File: config.mk
export PLATFORM = sky130hd
export DESIGN_NAME = ex_stage_flat
export DESIGN_NICKNAME = d
export VERILOG_FILES = /design/src/rtl/ex_stage_pkg.sv /design/src/rtl/ex_stage_if.sv /design/src/rtl/skid_buffer.sv /design/src/rtl/ex_stage.sv /design/src/flat_wrapper.sv
export SDC_FILE = /design/constraint.sdc
export NUM_CORES = 1
export LEC_CHECK = 0
export ABC_AREA = 1
export BUFFER_PORTS_ARGS = -buffer_cell sky130_fd_sc_hd__buf_2
export CAP_MARGIN = 20
export CELL_PAD_IN_SITES_DETAIL_PLACEMENT = 1
export CELL_PAD_IN_SITES_GLOBAL_PLACEMENT = 1
export CORE_ASPECT_RATIO = 0.6
export CORE_MARGIN = 5
export CORE_UTILIZATION = 32
export CTS_CLUSTER_DIAMETER = 150
export DETAILED_ROUTE_END_ITERATION = 10
export PLACE_DENSITY = 0.69
export SLEW_MARGIN = 20
export SYNTH_ARGS = -nofsm -noshare
export SYNTH_HDL_FRONTEND = slang
export SYNTH_HIERARCHICAL = 1
export SYNTH_SLANG_ARGS = --single-unit
export TNS_END_PERCENT = 5
File: constraint.sdc
create_clock -name clk -period 5.64 [get_ports clk]
set_clock_uncertainty 0.15 [all_clocks]
set_input_delay 0.282 -clock clk [delete_from_list [all_inputs] [get_ports clk]]
set_output_delay 0.282 -clock clk [all_outputs]
set_load 0.005 [all_outputs]
File: src/rtl/ex_stage_pkg.sv
// Shared pipeline definitions: default field widths, the opcode flag bundle
// and the occupancy encoding of the two-entry stage buffer.
package ex_stage_pkg;

  localparam int unsigned IMMEDIATE_WIDTH_DEF   = 16;
  localparam int unsigned DATA_WIDTH_DEF        = 64;
  localparam int unsigned REG_INDEX_BITS_DEF    = 5;
  localparam int unsigned THREAD_INDEX_BITS_DEF = 3;

  typedef struct packed {
    logic increment;
    logic load_word;
    logic store_word;
  } op_flags_t;

  localparam int unsigned FLAGS_WIDTH = $bits(op_flags_t);

  typedef enum logic [1:0] {
    BUF_EMPTY = 2'd0,
    BUF_ONE   = 2'd1,
    BUF_FULL  = 2'd2
  } buf_state_e;

endpackage

File: src/rtl/ex_stage_if.sv
// Decode-to-execute-to-memory bundle: upstream instruction, write-back bypass,
// thread flush and the downstream result, each with its valid/ready pair.
interface ex_stage_if
  import ex_stage_pkg::*;
#(
  parameter int unsigned IMMEDIATE_WIDTH   = IMMEDIATE_WIDTH_DEF,
  parameter int unsigned DATA_WIDTH        = DATA_WIDTH_DEF,
  parameter int unsigned REG_INDEX_BITS    = REG_INDEX_BITS_DEF,
  parameter int unsigned THREAD_INDEX_BITS = THREAD_INDEX_BITS_DEF
);

  logic                         in_valid;
  logic                         out_ready;
  logic                         in_increment_flag;
  logic                         in_load_word_flag;
  logic                         in_store_word_flag;
  logic [IMMEDIATE_WIDTH-1:0]   in_immediate;
  logic [THREAD_INDEX_BITS-1:0] in_thread_index;
  logic [REG_INDEX_BITS-1:0]    in_reg_index;
  logic [DATA_WIDTH-1:0]        in_data;

  logic                         in_wb_valid;
  logic [THREAD_INDEX_BITS-1:0] in_wb_thread_index;
  logic [REG_INDEX_BITS-1:0]    in_wb_reg_index;
  logic [DATA_WIDTH-1:0]        in_wb_data;

  logic                         in_flush;
  logic [THREAD_INDEX_BITS-1:0] in_flush_thread;

  logic                         out_valid;
  logic                         in_ready;
  logic                         out_increment_flag;
  logic                         out_load_word_flag;
  logic                         out_store_word_flag;
  logic [IMMEDIATE_WIDTH-1:0]   out_immediate;
  logic [THREAD_INDEX_BITS-1:0] out_thread_index;
  logic [REG_INDEX_BITS-1:0]    out_reg_index;
  logic [DATA_WIDTH-1:0]        out_data;

  modport slave (
    input  in_valid, in_increment_flag, in_load_word_flag, in_store_word_flag,
           in_immediate, in_thread_index, in_reg_index, in_data,
           in_wb_valid, in_wb_thread_index, in_wb_reg_index, in_wb_data,
           in_flush, in_flush_thread, in_ready,
    output out_ready, out_valid, out_increment_flag, out_load_word_flag,
           out_store_word_flag, out_immediate, out_thread_index, out_reg_index,
           out_data
  );

  modport master (
    output in_valid, in_increment_flag, in_load_word_flag, in_store_word_flag,
           in_immediate, in_thread_index, in_reg_index, in_data,
           in_wb_valid, in_wb_thread_index, in_wb_reg_index, in_wb_data,
           in_flush, in_flush_thread, in_ready,
    input  out_ready, out_valid, out_increment_flag, out_load_word_flag,
           out_store_word_flag, out_immediate, out_thread_index, out_reg_index,
           out_data
  );

endinterface

File: src/rtl/skid_buffer.sv
// Two-entry in-order buffer (main + skid) with a registered ready and
// per-thread invalidation; outputs come from the main entry only.
module skid_buffer
  import ex_stage_pkg::*;
#(
  parameter int unsigned WIDTH       = 8,
  parameter int unsigned THREAD_LSB  = 0,
  parameter int unsigned THREAD_BITS = 1
) (
  input  logic                   clk,
  input  logic                   rst_n,
  input  logic                   in_valid_i,
  output logic                   in_ready_o,
  input  logic [WIDTH-1:0]       in_data_i,
  output logic                   out_valid_o,
  input  logic                   out_ready_i,
  output logic [WIDTH-1:0]       out_data_o,
  input  logic                   flush_i,
  input  logic [THREAD_BITS-1:0] flush_thread_i
);

  buf_state_e       state_q, state_d;
  logic [WIDTH-1:0] main_q, main_d;
  logic [WIDTH-1:0] skid_q, skid_d;
  logic             ready_q, ready_d;

  logic main_v, skid_v;
  logic in_hit, main_hit, skid_hit;
  logic push, pop, main_keep, skid_keep;

  assign main_v = (state_q != BUF_EMPTY);
  assign skid_v = (state_q == BUF_FULL);

  assign in_hit   = flush_i && (in_data_i[THREAD_LSB +: THREAD_BITS] == flush_thread_i);
  assign main_hit = flush_i && (main_q[THREAD_LSB +: THREAD_BITS] == flush_thread_i);
  assign skid_hit = flush_i && (skid_q[THREAD_LSB +: THREAD_BITS] == flush_thread_i);

  // A popped entry leaves regardless of a flush hit, so the hit only matters
  // for an entry that would otherwise stay.
  assign push      = in_valid_i && ready_q && !in_hit;
  assign pop       = main_v && out_ready_i;
  assign main_keep = main_v && !pop && !main_hit;
  assign skid_keep = skid_v && !skid_hit;

  // NOTE: every output of this block gets a default first, so no path can
  // leave a variable unassigned and infer a latch.
  always_comb begin
    state_d = state_q;
    main_d  = main_q;
    skid_d  = skid_q;
    if (main_keep) begin
      if (skid_keep) begin
        state_d = BUF_FULL;
      end else if (push) begin
        skid_d  = in_data_i;
        state_d = BUF_FULL;
      end else begin
        state_d = BUF_ONE;
      end
    end else if (skid_keep) begin
      // Skid is only valid while ready is low, so no push can coincide here.
      main_d  = skid_q;
      state_d = BUF_ONE;
    end else if (push) begin
      main_d  = in_data_i;
      state_d = BUF_ONE;
    end else begin
      state_d = BUF_EMPTY;
    end
    ready_d = (state_d != BUF_FULL);
  end

  // NOTE: state uses non-blocking assignments so every register samples the
  // pre-edge values. The payload registers are reset too, because the
  // outputs must read zero while reset is held.
  always_ff @(posedge clk or negedge rst_n) begin
    if (!rst_n) begin
      state_q <= BUF_EMPTY;
      ready_q <= 1'b1;
      main_q  <= '0;
      skid_q  <= '0;
    end else begin
      state_q <= state_d;
      ready_q <= ready_d;
      main_q  <= main_d;
      skid_q  <= skid_d;
    end
  end

  assign in_ready_o  = ready_q;
  assign out_valid_o = main_v;
  assign out_data_o  = main_q;

endmodule

File: src/rtl/ex_stage.sv
// Execute stage: write-back bypass on the operand, optional increment, then a
// two-entry skid buffer toward the memory stage with per-thread flush.
module ex_stage
  import ex_stage_pkg::*;
#(
  parameter int unsigned IMMEDIATE_WIDTH   = IMMEDIATE_WIDTH_DEF,
  parameter int unsigned DATA_WIDTH        = DATA_WIDTH_DEF,
  parameter int unsigned REG_INDEX_BITS    = REG_INDEX_BITS_DEF,
  parameter int unsigned THREAD_INDEX_BITS = THREAD_INDEX_BITS_DEF
) (
  input logic        clk,
  input logic        rst_n,
  ex_stage_if.slave  bus
);

  localparam int unsigned PAYLOAD_WIDTH = FLAGS_WIDTH + IMMEDIATE_WIDTH +
                                          THREAD_INDEX_BITS + REG_INDEX_BITS + DATA_WIDTH;
  localparam int unsigned THREAD_LSB    = REG_INDEX_BITS + DATA_WIDTH;

  op_flags_t                in_flags, out_flags;
  logic                     bypass_hit;
  logic [DATA_WIDTH-1:0]    operand, result;
  logic [PAYLOAD_WIDTH-1:0] in_payload, out_payload;

  assign in_flags = op_flags_t'{bus.in_increment_flag, bus.in_load_word_flag,
                                bus.in_store_word_flag};

  // The bypass is sampled only on the capture cycle; later write-backs do not
  // touch an instruction already held here.
  assign bypass_hit = bus.in_wb_valid &&
                      (bus.in_wb_thread_index == bus.in_thread_index) &&
                      (bus.in_wb_reg_index == bus.in_reg_index);
  assign operand    = bypass_hit ? bus.in_wb_data : bus.in_data;
  assign result     = in_flags.increment ? operand + DATA_WIDTH'(1) : operand;

  assign in_payload = {in_flags, bus.in_immediate, bus.in_thread_index,
                       bus.in_reg_index, result};

  skid_buffer #(
    .WIDTH       (PAYLOAD_WIDTH),
    .THREAD_LSB  (THREAD_LSB),
    .THREAD_BITS (THREAD_INDEX_BITS)
  ) u_skid_buffer (
    .clk            (clk),
    .rst_n          (rst_n),
    .in_valid_i     (bus.in_valid),
    .in_ready_o     (bus.out_ready),
    .in_data_i      (in_payload),
    .out_valid_o    (bus.out_valid),
    .out_ready_i    (bus.in_ready),
    .out_data_o     (out_payload),
    .flush_i        (bus.in_flush),
    .flush_thread_i (bus.in_flush_thread)
  );

  assign {out_flags, bus.out_immediate, bus.out_thread_index,
          bus.out_reg_index, bus.out_data} = out_payload;

  assign bus.out_increment_flag  = out_flags.increment;
  assign bus.out_load_word_flag  = out_flags.load_word;
  assign bus.out_store_word_flag = out_flags.store_word;

endmodule

File: src/flat_wrapper.sv
// flat-port wrapper written by rule: the top's interface ports become plain ports
module ex_stage_flat import ex_stage_pkg::*;
#(
  parameter int unsigned IMMEDIATE_WIDTH   = IMMEDIATE_WIDTH_DEF,
  parameter int unsigned DATA_WIDTH        = DATA_WIDTH_DEF,
  parameter int unsigned REG_INDEX_BITS    = REG_INDEX_BITS_DEF,
  parameter int unsigned THREAD_INDEX_BITS = THREAD_INDEX_BITS_DEF
)
  (clk, rst_n, bus_in_valid, bus_in_increment_flag, bus_in_load_word_flag, bus_in_store_word_flag, bus_in_immediate, bus_in_thread_index, bus_in_reg_index, bus_in_data, bus_in_wb_valid, bus_in_wb_thread_index, bus_in_wb_reg_index, bus_in_wb_data, bus_in_flush, bus_in_flush_thread, bus_in_ready, bus_out_ready, bus_out_valid, bus_out_increment_flag, bus_out_load_word_flag, bus_out_store_word_flag, bus_out_immediate, bus_out_thread_index, bus_out_reg_index, bus_out_data);
  ex_stage_if #(.IMMEDIATE_WIDTH(IMMEDIATE_WIDTH), .DATA_WIDTH(DATA_WIDTH), .REG_INDEX_BITS(REG_INDEX_BITS), .THREAD_INDEX_BITS(THREAD_INDEX_BITS)) bus_i ();
  input logic clk;
  input logic rst_n;
  input wire logic [$bits(bus_i.in_valid)-1:0] bus_in_valid;
  input wire logic [$bits(bus_i.in_increment_flag)-1:0] bus_in_increment_flag;
  input wire logic [$bits(bus_i.in_load_word_flag)-1:0] bus_in_load_word_flag;
  input wire logic [$bits(bus_i.in_store_word_flag)-1:0] bus_in_store_word_flag;
  input wire logic [$bits(bus_i.in_immediate)-1:0] bus_in_immediate;
  input wire logic [$bits(bus_i.in_thread_index)-1:0] bus_in_thread_index;
  input wire logic [$bits(bus_i.in_reg_index)-1:0] bus_in_reg_index;
  input wire logic [$bits(bus_i.in_data)-1:0] bus_in_data;
  input wire logic [$bits(bus_i.in_wb_valid)-1:0] bus_in_wb_valid;
  input wire logic [$bits(bus_i.in_wb_thread_index)-1:0] bus_in_wb_thread_index;
  input wire logic [$bits(bus_i.in_wb_reg_index)-1:0] bus_in_wb_reg_index;
  input wire logic [$bits(bus_i.in_wb_data)-1:0] bus_in_wb_data;
  input wire logic [$bits(bus_i.in_flush)-1:0] bus_in_flush;
  input wire logic [$bits(bus_i.in_flush_thread)-1:0] bus_in_flush_thread;
  input wire logic [$bits(bus_i.in_ready)-1:0] bus_in_ready;
  output wire logic [$bits(bus_i.out_ready)-1:0] bus_out_ready;
  output wire logic [$bits(bus_i.out_valid)-1:0] bus_out_valid;
  output wire logic [$bits(bus_i.out_increment_flag)-1:0] bus_out_increment_flag;
  output wire logic [$bits(bus_i.out_load_word_flag)-1:0] bus_out_load_word_flag;
  output wire logic [$bits(bus_i.out_store_word_flag)-1:0] bus_out_store_word_flag;
  output wire logic [$bits(bus_i.out_immediate)-1:0] bus_out_immediate;
  output wire logic [$bits(bus_i.out_thread_index)-1:0] bus_out_thread_index;
  output wire logic [$bits(bus_i.out_reg_index)-1:0] bus_out_reg_index;
  output wire logic [$bits(bus_i.out_data)-1:0] bus_out_data;
  assign bus_i.in_valid = bus_in_valid;
  assign bus_i.in_increment_flag = bus_in_increment_flag;
  assign bus_i.in_load_word_flag = bus_in_load_word_flag;
  assign bus_i.in_store_word_flag = bus_in_store_word_flag;
  assign bus_i.in_immediate = bus_in_immediate;
  assign bus_i.in_thread_index = bus_in_thread_index;
  assign bus_i.in_reg_index = bus_in_reg_index;
  assign bus_i.in_data = bus_in_data;
  assign bus_i.in_wb_valid = bus_in_wb_valid;
  assign bus_i.in_wb_thread_index = bus_in_wb_thread_index;
  assign bus_i.in_wb_reg_index = bus_in_wb_reg_index;
  assign bus_i.in_wb_data = bus_in_wb_data;
  assign bus_i.in_flush = bus_in_flush;
  assign bus_i.in_flush_thread = bus_in_flush_thread;
  assign bus_i.in_ready = bus_in_ready;
  assign bus_out_ready = bus_i.out_ready;
  assign bus_out_valid = bus_i.out_valid;
  assign bus_out_increment_flag = bus_i.out_increment_flag;
  assign bus_out_load_word_flag = bus_i.out_load_word_flag;
  assign bus_out_store_word_flag = bus_i.out_store_word_flag;
  assign bus_out_immediate = bus_i.out_immediate;
  assign bus_out_thread_index = bus_i.out_thread_index;
  assign bus_out_reg_index = bus_i.out_reg_index;
  assign bus_out_data = bus_i.out_data;
  ex_stage #(.IMMEDIATE_WIDTH(IMMEDIATE_WIDTH), .DATA_WIDTH(DATA_WIDTH), .REG_INDEX_BITS(REG_INDEX_BITS), .THREAD_INDEX_BITS(THREAD_INDEX_BITS)) u_core (.clk(clk), .rst_n(rst_n), .bus(bus_i));
endmodule
==> run_results.csv, run 1 <==
group,metric,value,unit
layout,fin_nets,2220,
timing,drv_slew,0,
floorplanning,ios,265,
detailed_routing,drt-pass1-iter-count,5,
outcome,run_status,"complete, no violations",
floorplanning,core_region_area,0.0393,mm2
global_route,groute.usage.overall,23.0,%
critical_path,worst_setup_path_startpoint,"bus_in_thread_index[2]",
clocking,cts.sinks,185,
clocking,cts_resized,0,
clocking,htreeDepth,4,
place,port_buffers,264,
clocking,cts.reportedPaths.clkPinSlew,0.07,ns
synth,yosys.area.top_type,"sky130_fd_sc_hd__dfrtp_1",
layout,post_route_cells_drive_above_1_share,25.9,%
critical_path,r2r-start,"u_core/u_skid_buffer/state_q[0]",
clocking,post-cts-setup-buffers,0,
global_route,vias_in_the_first_global_route,13500,
global_route,grt_overflow,0,
detailed_routing,ant_nets,0,
floorplanning,row_count,56,
synth,yosysUniqueCellTypes,37,
critical_path,cp_common_cell,"sky130_fd_sc_hd__nand2_1",
place,post-dp-hpwl,37000,um
clocking,postCtsHoldBufs,25,
critical_path,crit_path_start_kind,"input port",
layout,final_core_utilization,38.6,%
global_route,grt_pass1_wl,79900,um
floorplanning,chipWidth,268,um
timing,max_freq,0.229,GHz
timing,timing.final.hold_violations,0,
floorplanning,fp.dieH,165,um
pwr,power_leakage,7.37,nW
critical_path,timing_worst_setup_path_type,"input port to flip-flop",
place,place_worst_setup_slack,1.43,ns
detailed_routing,via_count,13200,
synth,async_set_reset_flop_share_out_of_synthesis,100,%
min_path,hp-class,"input port to flip-flop",
timing,hold-worst-slack,0.0399,ns
critical_path,crit_path_end_kind,"flip-flop",
critical_path,critical_path_peak_fanout,40,
clocking,cts.path.max_buffers,2,
timing,post-route-min-period,4.37,ns
synth,yosys-top-cells-area,"sky130_fd_sc_hd__dfrtp_1 (36%), sky130_fd_sc_hd__nand2_1 (17%), sky130_fd_sc_hd__nand3_1 (10%)",
clocking,clk_latency,0.46,ns
pwr,total_power,0.00578,W
synth,post_synth.cell_area_avg,7.00,um2
detailed_routing,detailed_route_iter0_violations,896,
pwr,power_density,381,mW/mm2
floorplanning,dieArea,0.0443,mm2
synth,synth_seq_cells,185,
timing,grt_setup_unrepaired,"false",
layout,area_growth,18.4,%
clocking,tritoncts.num_buffers,17,
timing,worst_pin_slew,0.961,ns
synth,synth-main-ff-cell,"sky130_fd_sc_hd__dfrtp_1",
critical_path,crit_required,5.88,ns
detailed_routing,drt-total-wl,51300,um
synth,area_share_of_the_largest_cell_type_after_synthesis,35.9,%
detailed_routing,viasPerCell,5.12,
synth,synth_warnings,6,
floorplanning,start_util,32.6,%
critical_path,critical_path_arrival,4.61,ns
timing,setup_total_negative_slack,0,ns
clocking,tritoncts,"built",
timing,final_critical_path_setup_slack,1.27,ns
clocking,ctsRootBufferMaster,"sky130_fd_sc_hd__clkbuf_16",
synth,syn_nets,2004,
critical_path,crit_path_top_delay_cell,"sky130_fd_sc_hd__nor2_8",
critical_path,path_cells,"dlygate4sd3_1 -> buf_2 -> xnor2_1 -> nand2_1 -> nor2_8 -> buf_4 -> nand3_2 -> nand2_2 -> ha_1 -> nand2_1 -> inv_1 -> nand2_1 -> nor2_2 -> nand3_2 -> nor2_2 -> nand2_1 -> xnor2_1 -> nand2_1 -> nand3_1 -> and2_1",
pwr,ir_drop,0.203,mV
synth,synthesis.area,0.0128,mm2
detailed_routing,post_drt_wl_per_cell,19.8,um
run,timing.max_cap.violations,0,
synth,netlist_instances,1830,
timing,slew_headroom,36.0,%
detailed_routing,drc,0,
synth,synth-edff-count,0,
timing,setup_viol_count_final,0,
place,routabilityCongestion,0.951,
synth,yosysSeqAreaShare,36.1,%
global_route,maximum_number_of_pins_on_one_net_before_global_route_repair,101,
timing,fin_crit_sh,77.5,%
global_route,grt_antenna_before_repair,2,
layout,num-fill-cells,5029,
critical_path,critical_path.max_stage_delay,0.57,ns
min_path,worst_hold_start,"bus_in_reg_index[1]",
[layout by cell type (no fill, tap or decap), types with 25 or more instances in the layout]
cell / instances
sky130_fd_sc_hd__nand2_1: 595
sky130_fd_sc_hd__buf_2: 263
sky130_fd_sc_hd__nand3_1: 263
sky130_fd_sc_hd__dfrtp_1: 184
sky130_fd_sc_hd__nand4_1: 105
sky130_fd_sc_hd__inv_1: 101
sky130_fd_sc_hd__nor2_1: 100
sky130_fd_sc_hd__and2_1: 89
sky130_fd_sc_hd__or2_2: 89
sky130_fd_sc_hd__nand2_2: 44
sky130_fd_sc_hd__nor2_2: 36
sky130_fd_sc_hd__dlygate4sd3_1: 25
[worst max-delay path, delay by kind of cell]
| kind | cells | cell delay (ns) |
|---|---|---|
| and+or+nand+nor | 13 | 2.38 |
| xor gates and xnor gates | 2 | 0.52 |
| adders and majority gates | 1 | 0.18 |
| buffers and inverters | 4 | 1.18 |
[cells in the mapped netlist, types with 10 or more instances]
master and count:
sky130_fd_sc_hd__nand2_1 596, sky130_fd_sc_hd__nor2_2 37, sky130_fd_sc_hd__nand2_2 45, sky130_fd_sc_hd__nor2_1 101, sky130_fd_sc_hd__or2_2 89, sky130_fd_sc_hd__inv_1 101, sky130_fd_sc_hd__buf_6 12, sky130_fd_sc_hd__dfrtp_1 184
sky130_fd_sc_hd__xor2_1 19, sky130_fd_sc_hd__nand4_1 105, sky130_fd_sc_hd__buf_2 62, sky130_fd_sc_hd__clkbuf_1 19, sky130_fd_sc_hd__nor2_4 13, sky130_fd_sc_hd__nand3_2 20, sky130_fd_sc_hd__inv_2 10, sky130_fd_sc_hd__xnor2_1 18
sky130_fd_sc_hd__and2_1 89, sky130_fd_sc_hd__nand3_1 263
[state kept, by name (all words and copies together) (netlist names)]
register,cells
u_core/u_skid_buffer/in_ready_o,1
u_core/u_skid_buffer/out_data_o,91
u_core/u_skid_buffer/skid_q,91
u_core/u_skid_buffer/state_q,2
[path summary, 6_finish.rpt]
| path | end | slack (ns) | cells after the start |
|---|---|---|---|
| max in group asynchronous | u_core/u_skid_buffer/out_data_o[49] | 3.69 | 3 |
| max reg2reg | u_core/u_skid_buffer/out_data_o[52] | 2.64 | 9 |
| min in group asynchronous | u_core/u_skid_buffer/out_data_o[15] | 0.29 | 2 |
| max | u_core/u_skid_buffer/out_data_o[36] | 1.27 | 20 |
| min | u_core/u_skid_buffer/skid_q[65] | 0.04 | 3 |
| min reg2reg | u_core/u_skid_buffer/skid_q[10] | 0.32 | 2 |
[layer usage]
| metal | global-route usage [%] | share of wire (%) | wire (um) | vias to the layer above |
|---|---|---|---|---|
| li1 | - | - | - | 6292 |
| met1 | 33.9 | 49 | 25100 | 6511 |
| met2 | 35.1 | 44 | 22300 | 372 |
| met3 | 4.81 | 6.4 | 3290 | 46 |
| met4 | 4.12 | 1.1 | 578 | 0 |
| met5 | 0 | 0 | 0 | - |
[cells by family (layout without fill, tap and decap cells)]
| logic type | Yosys count | in the layout | share of synthesized area (%) |
|---|---|---|---|
| DFF | 185 | 185 | 36.1 |
| other | 0 | 2 | 0 |
| adders and majority gates | 2 | 2 | 0.195 |
| and+or+nand+nor | 1370 | 1370 | 52.0 |
| AOI/OAI and AO/OA | 17 | 17 | 0.820 |
| buffers and inverters | 219 | 448 | 8.35 |
| xor gates and xnor gates | 37 | 37 | 2.53 |
[where the power goes]
part	switching, W	internal (W)
Combinational	0.00133	0.000950
Sequential	0.000347	0.00195
Clock	0.000621	0.000585
[metrics by stage]
step	area [um2]	std cells
final	15200	2583
after global placement	14300	2524
after global routing	15200	2583
after detailed placement	14300	2524
after floorplan	12800	1830
after CTS	15200	2581
[cell type report]
type                    count  area (um2)  area share [%]
diodes                      2        5.00          0.0330
clock buffers              18         429            2.83
clock inverters            14         131           0.866
inverters                 111         417            2.75
multi-input cells        1426        7170            47.2
flip-flops and latches    185        4630            30.5
well taps                 522         653            4.31
repair buffers            305        1740            11.4
No activity file was read; power rests on OpenSTA's default activity.
==> run 2, diff against run 1 <==
==> constraint.sdc (replaced) <==
create_clock -name clk -period 4.4 [get_ports clk]
set_clock_uncertainty 0.15 [all_clocks]
set_input_delay 0.22 -clock clk [delete_from_list [all_inputs] [get_ports clk]]
set_output_delay 0.22 -clock clk [all_outputs]
set_load 0.005 [all_outputs]
==> run_results.csv, run 2 (synthesis results as in run 1) <==
group,metric,value,unit
floorplanning,core_region_area,0.0393,mm2
global_route,groute.usage.overall,22.8,%
critical_path,crit_path_start_kind,"input port",
layout,area_growth,19.3,%
timing,fin_crit_sh,93.3,%
layout,fin_nets,2221,
timing,slew_headroom,21.0,%
pwr,seq_power_share,39.0,%
pwr,net-switching-power,0.00297,W
timing,grt_setup_unrepaired,"false",
layout,finalInstanceArea,0.0153,mm2
detailed_routing,ant_nets,0,
global_route,grt-busiest-layer,"met2",
min_path,worst_hold_start,"bus_in_reg_index[3]",
pwr,power_leakage,7.43,nW
global_route,grt.met2_usage,35.2,%
critical_path,ff2ff_path_depth,11,
pwr,cell_internal_pwr,0.00455,W
layout,final_core_utilization,38.9,%
timing,drv_slew,0,
floorplanning,dieArea,0.0443,mm2
place,routabilityCongestion,0.973,
place,place_worst_setup_slack,0.563,ns
timing,post-route-min-period,4.10,ns
pwr,power_density,492,mW/mm2
timing,max_freq,0.244,GHz
floorplanning,row_count,56,
global_route,grt_overflow,0,
clocking,tritoncts.num_buffers,17,
critical_path,worst_setup_path_startpoint,"bus_in_thread_index[2]",
place,port_buffers,264,
clocking,cts_resized,0,
clocking,cts.reportedPaths.clkPinSlew,0.08,ns
global_route,vias_in_the_first_global_route,13800,
clocking,cts.path.max_buffers,2,
timing,final_critical_path_setup_slack,0.297,ns
detailed_routing,drt-pass1-iter-count,6,
global_route,grtUsageMet1,33.1,%
floorplanning,start_util,32.6,%
clocking,postCtsHoldBufs,26,
critical_path,crit_required,4.65,ns
global_route,grt_antenna_before_repair,1,
floorplanning,ios,265,
place,place_area,0.0144,mm2
timing,setup_viol_count_final,0,
clocking,tritoncts,"built",
place,post-dp-hpwl,36800,um
critical_path,r2r-start,"u_core/u_skid_buffer/skid_q[69]",
timing,setup_total_negative_slack,0,ns
global_route,globalRouteMet3Util,4.66,%
critical_path,crit_path_end,"u_core/u_skid_buffer/out_data_o[35]",
clocking,clk_latency,0.46,ns
layout,final_cell_mix,"sky130_fd_sc_hd__nand2_1 (595), sky130_fd_sc_hd__buf_2 (263), sky130_fd_sc_hd__nand3_1 (263)",
timing,worst_pin_slew,1.19,ns
critical_path,critical_path_peak_fanout,58,
critical_path,worst-r2r-setup-slack,1.21,ns
pwr,power.switching_fraction,39.5,%
min_path,hp-class,"input port to flip-flop",
clocking,ctsRootBufferMaster,"sky130_fd_sc_hd__clkbuf_16",
global_route,grt_pass1_wl,79500,um
global_route,maximum_number_of_pins_on_one_net_before_global_route_repair,109,
pwr,ir_drop,0.246,mV
detailed_routing,drc,0,
critical_path,timing_worst_setup_path_type,"input port to flip-flop",
pwr,fraction_of_power_consumed_by_the_clock_network,22.1,%
pwr,total_power,0.00752,W
layout,layout_commonest_cell,"sky130_fd_sc_hd__nand2_1",
critical_path,crit_path_end_kind,"flip-flop",
critical_path,critical_path_arrival,4.36,ns
detailed_routing,post_drt_wl_per_cell,19.6,um
detailed_routing,drt-total-wl,50700,um
timing,timing.final.hold_violations,0,
floorplanning,fp.dieH,165,um
run,timing.max_cap.violations,0,
detailed_routing,via_count,13100,
clocking,post-cts-setup-buffers,0,
detailed_routing,detailed_route_iter0_violations,921,
layout,post_route_cells_drive_above_1_share,26.0,%
critical_path,critical_path.reg2reg.endpoint,"u_core/u_skid_buffer/out_data_o[6]",
pwr,pwr-share-comb,39.0,%
detailed_routing,viasPerCell,5.07,
floorplanning,chipWidth,268,um
outcome,run_status,"complete, no violations",
clocking,htreeDepth,4,
clocking,cts.sinks,185,
[run 2: cell count changes in the layout (fill, tap and decap cells not counted), sizes merged]
cell | previous run | this run
clkinv | 3 | 7
clkinvlp | 3 | 0
diode | 2 | 1
dlygate4sd3 | 25 | 26
inv | 119 | 118
bufinv | 0 | 1
clkbuf | 19 | 18
[run 2: through the flow]
stage,std cells,hold WS (ns)
4_1_cts,2581,0.0119
5_1_grt,2583,0.0431
2_1_floorplan,1830,-0.226
3_5_place_dp,2523,0.291
3_3_place_gp,2523,0.301
6_report,2583,0.0662
[run 2: worst min-delay path by stage]
stage	cells past startpoint	endpoint	slack, ns
after floorplan	0	u_core/u_skid_buffer/out_data_o[0]	-0.23
after global placement	1	u_core/u_skid_buffer/out_data_o[11]	0.30
after detailed placement	1	u_core/u_skid_buffer/out_data_o[14]	0.29
after CTS	3	u_core/u_skid_buffer/skid_q[67]	0.01
after global routing	3	u_core/u_skid_buffer/skid_q[67]	0.04
final	3	u_core/u_skid_buffer/skid_q[67]	0.07
[run 2: worst max-delay path, stage by stage]
cell and delay (ns):
sky130_fd_sc_hd__dlygate4sd3_1 0.54, sky130_fd_sc_hd__buf_2 0.15, sky130_fd_sc_hd__xnor2_1 0.21, sky130_fd_sc_hd__nand2_1 0.18
sky130_fd_sc_hd__nor2_8 0.20, sky130_fd_sc_hd__buf_12 0.25, sky130_fd_sc_hd__nand3_1 0.11, sky130_fd_sc_hd__nand2_1 0.21
sky130_fd_sc_hd__nand2_1 0.13, sky130_fd_sc_hd__nor2_1 0.32, sky130_fd_sc_hd__nand2_1 0.15, sky130_fd_sc_hd__inv_2 0.10
sky130_fd_sc_hd__nand2_1 0.08, sky130_fd_sc_hd__nor2_2 0.36, sky130_fd_sc_hd__nand2_1 0.13, sky130_fd_sc_hd__xnor2_1 0.55
sky130_fd_sc_hd__nand2_1 0.12, sky130_fd_sc_hd__nand3_1 0.13, sky130_fd_sc_hd__and2_1 0.14
[run 2: power by group through the flow]
| stage | registers (W) | clock network, W | logic, W |
|---|---|---|---|
| floorplan | 0.00290 | 0 | 0.00175 |
| global placement | 0.00293 | 0 | 0.00283 |
| detailed placement | 0.00296 | 0 | 0.00293 |
| CTS | 0.00294 | 0.00171 | 0.00296 |
| global route | 0.00303 | 0.00179 | 0.00326 |
| finish | 0.00293 | 0.00166 | 0.00293 |
[run 2: area by class of cell]
type / instances / area [um2]
antenna: 1 / 2.50
clock buffer: 17 / 425
clock inverter: 15 / 195
fill: 5032 / 24000
inverter: 111 / 417
multi-input combinational: 1426 / 7170
sequential: 185 / 4630
tap: 522 / 653
timing repair buffer: 306 / 1800
[run 2: metal layers]
| metal | vias to the layer above | wire, um |
|---|---|---|
| li1 | 6290 | - |
| met1 | 6435 | 24900 |
| met2 | 338 | 22300 |
| met3 | 37 | 2860 |
| met4 | 0 | 621 |
| met5 | - | 0 |
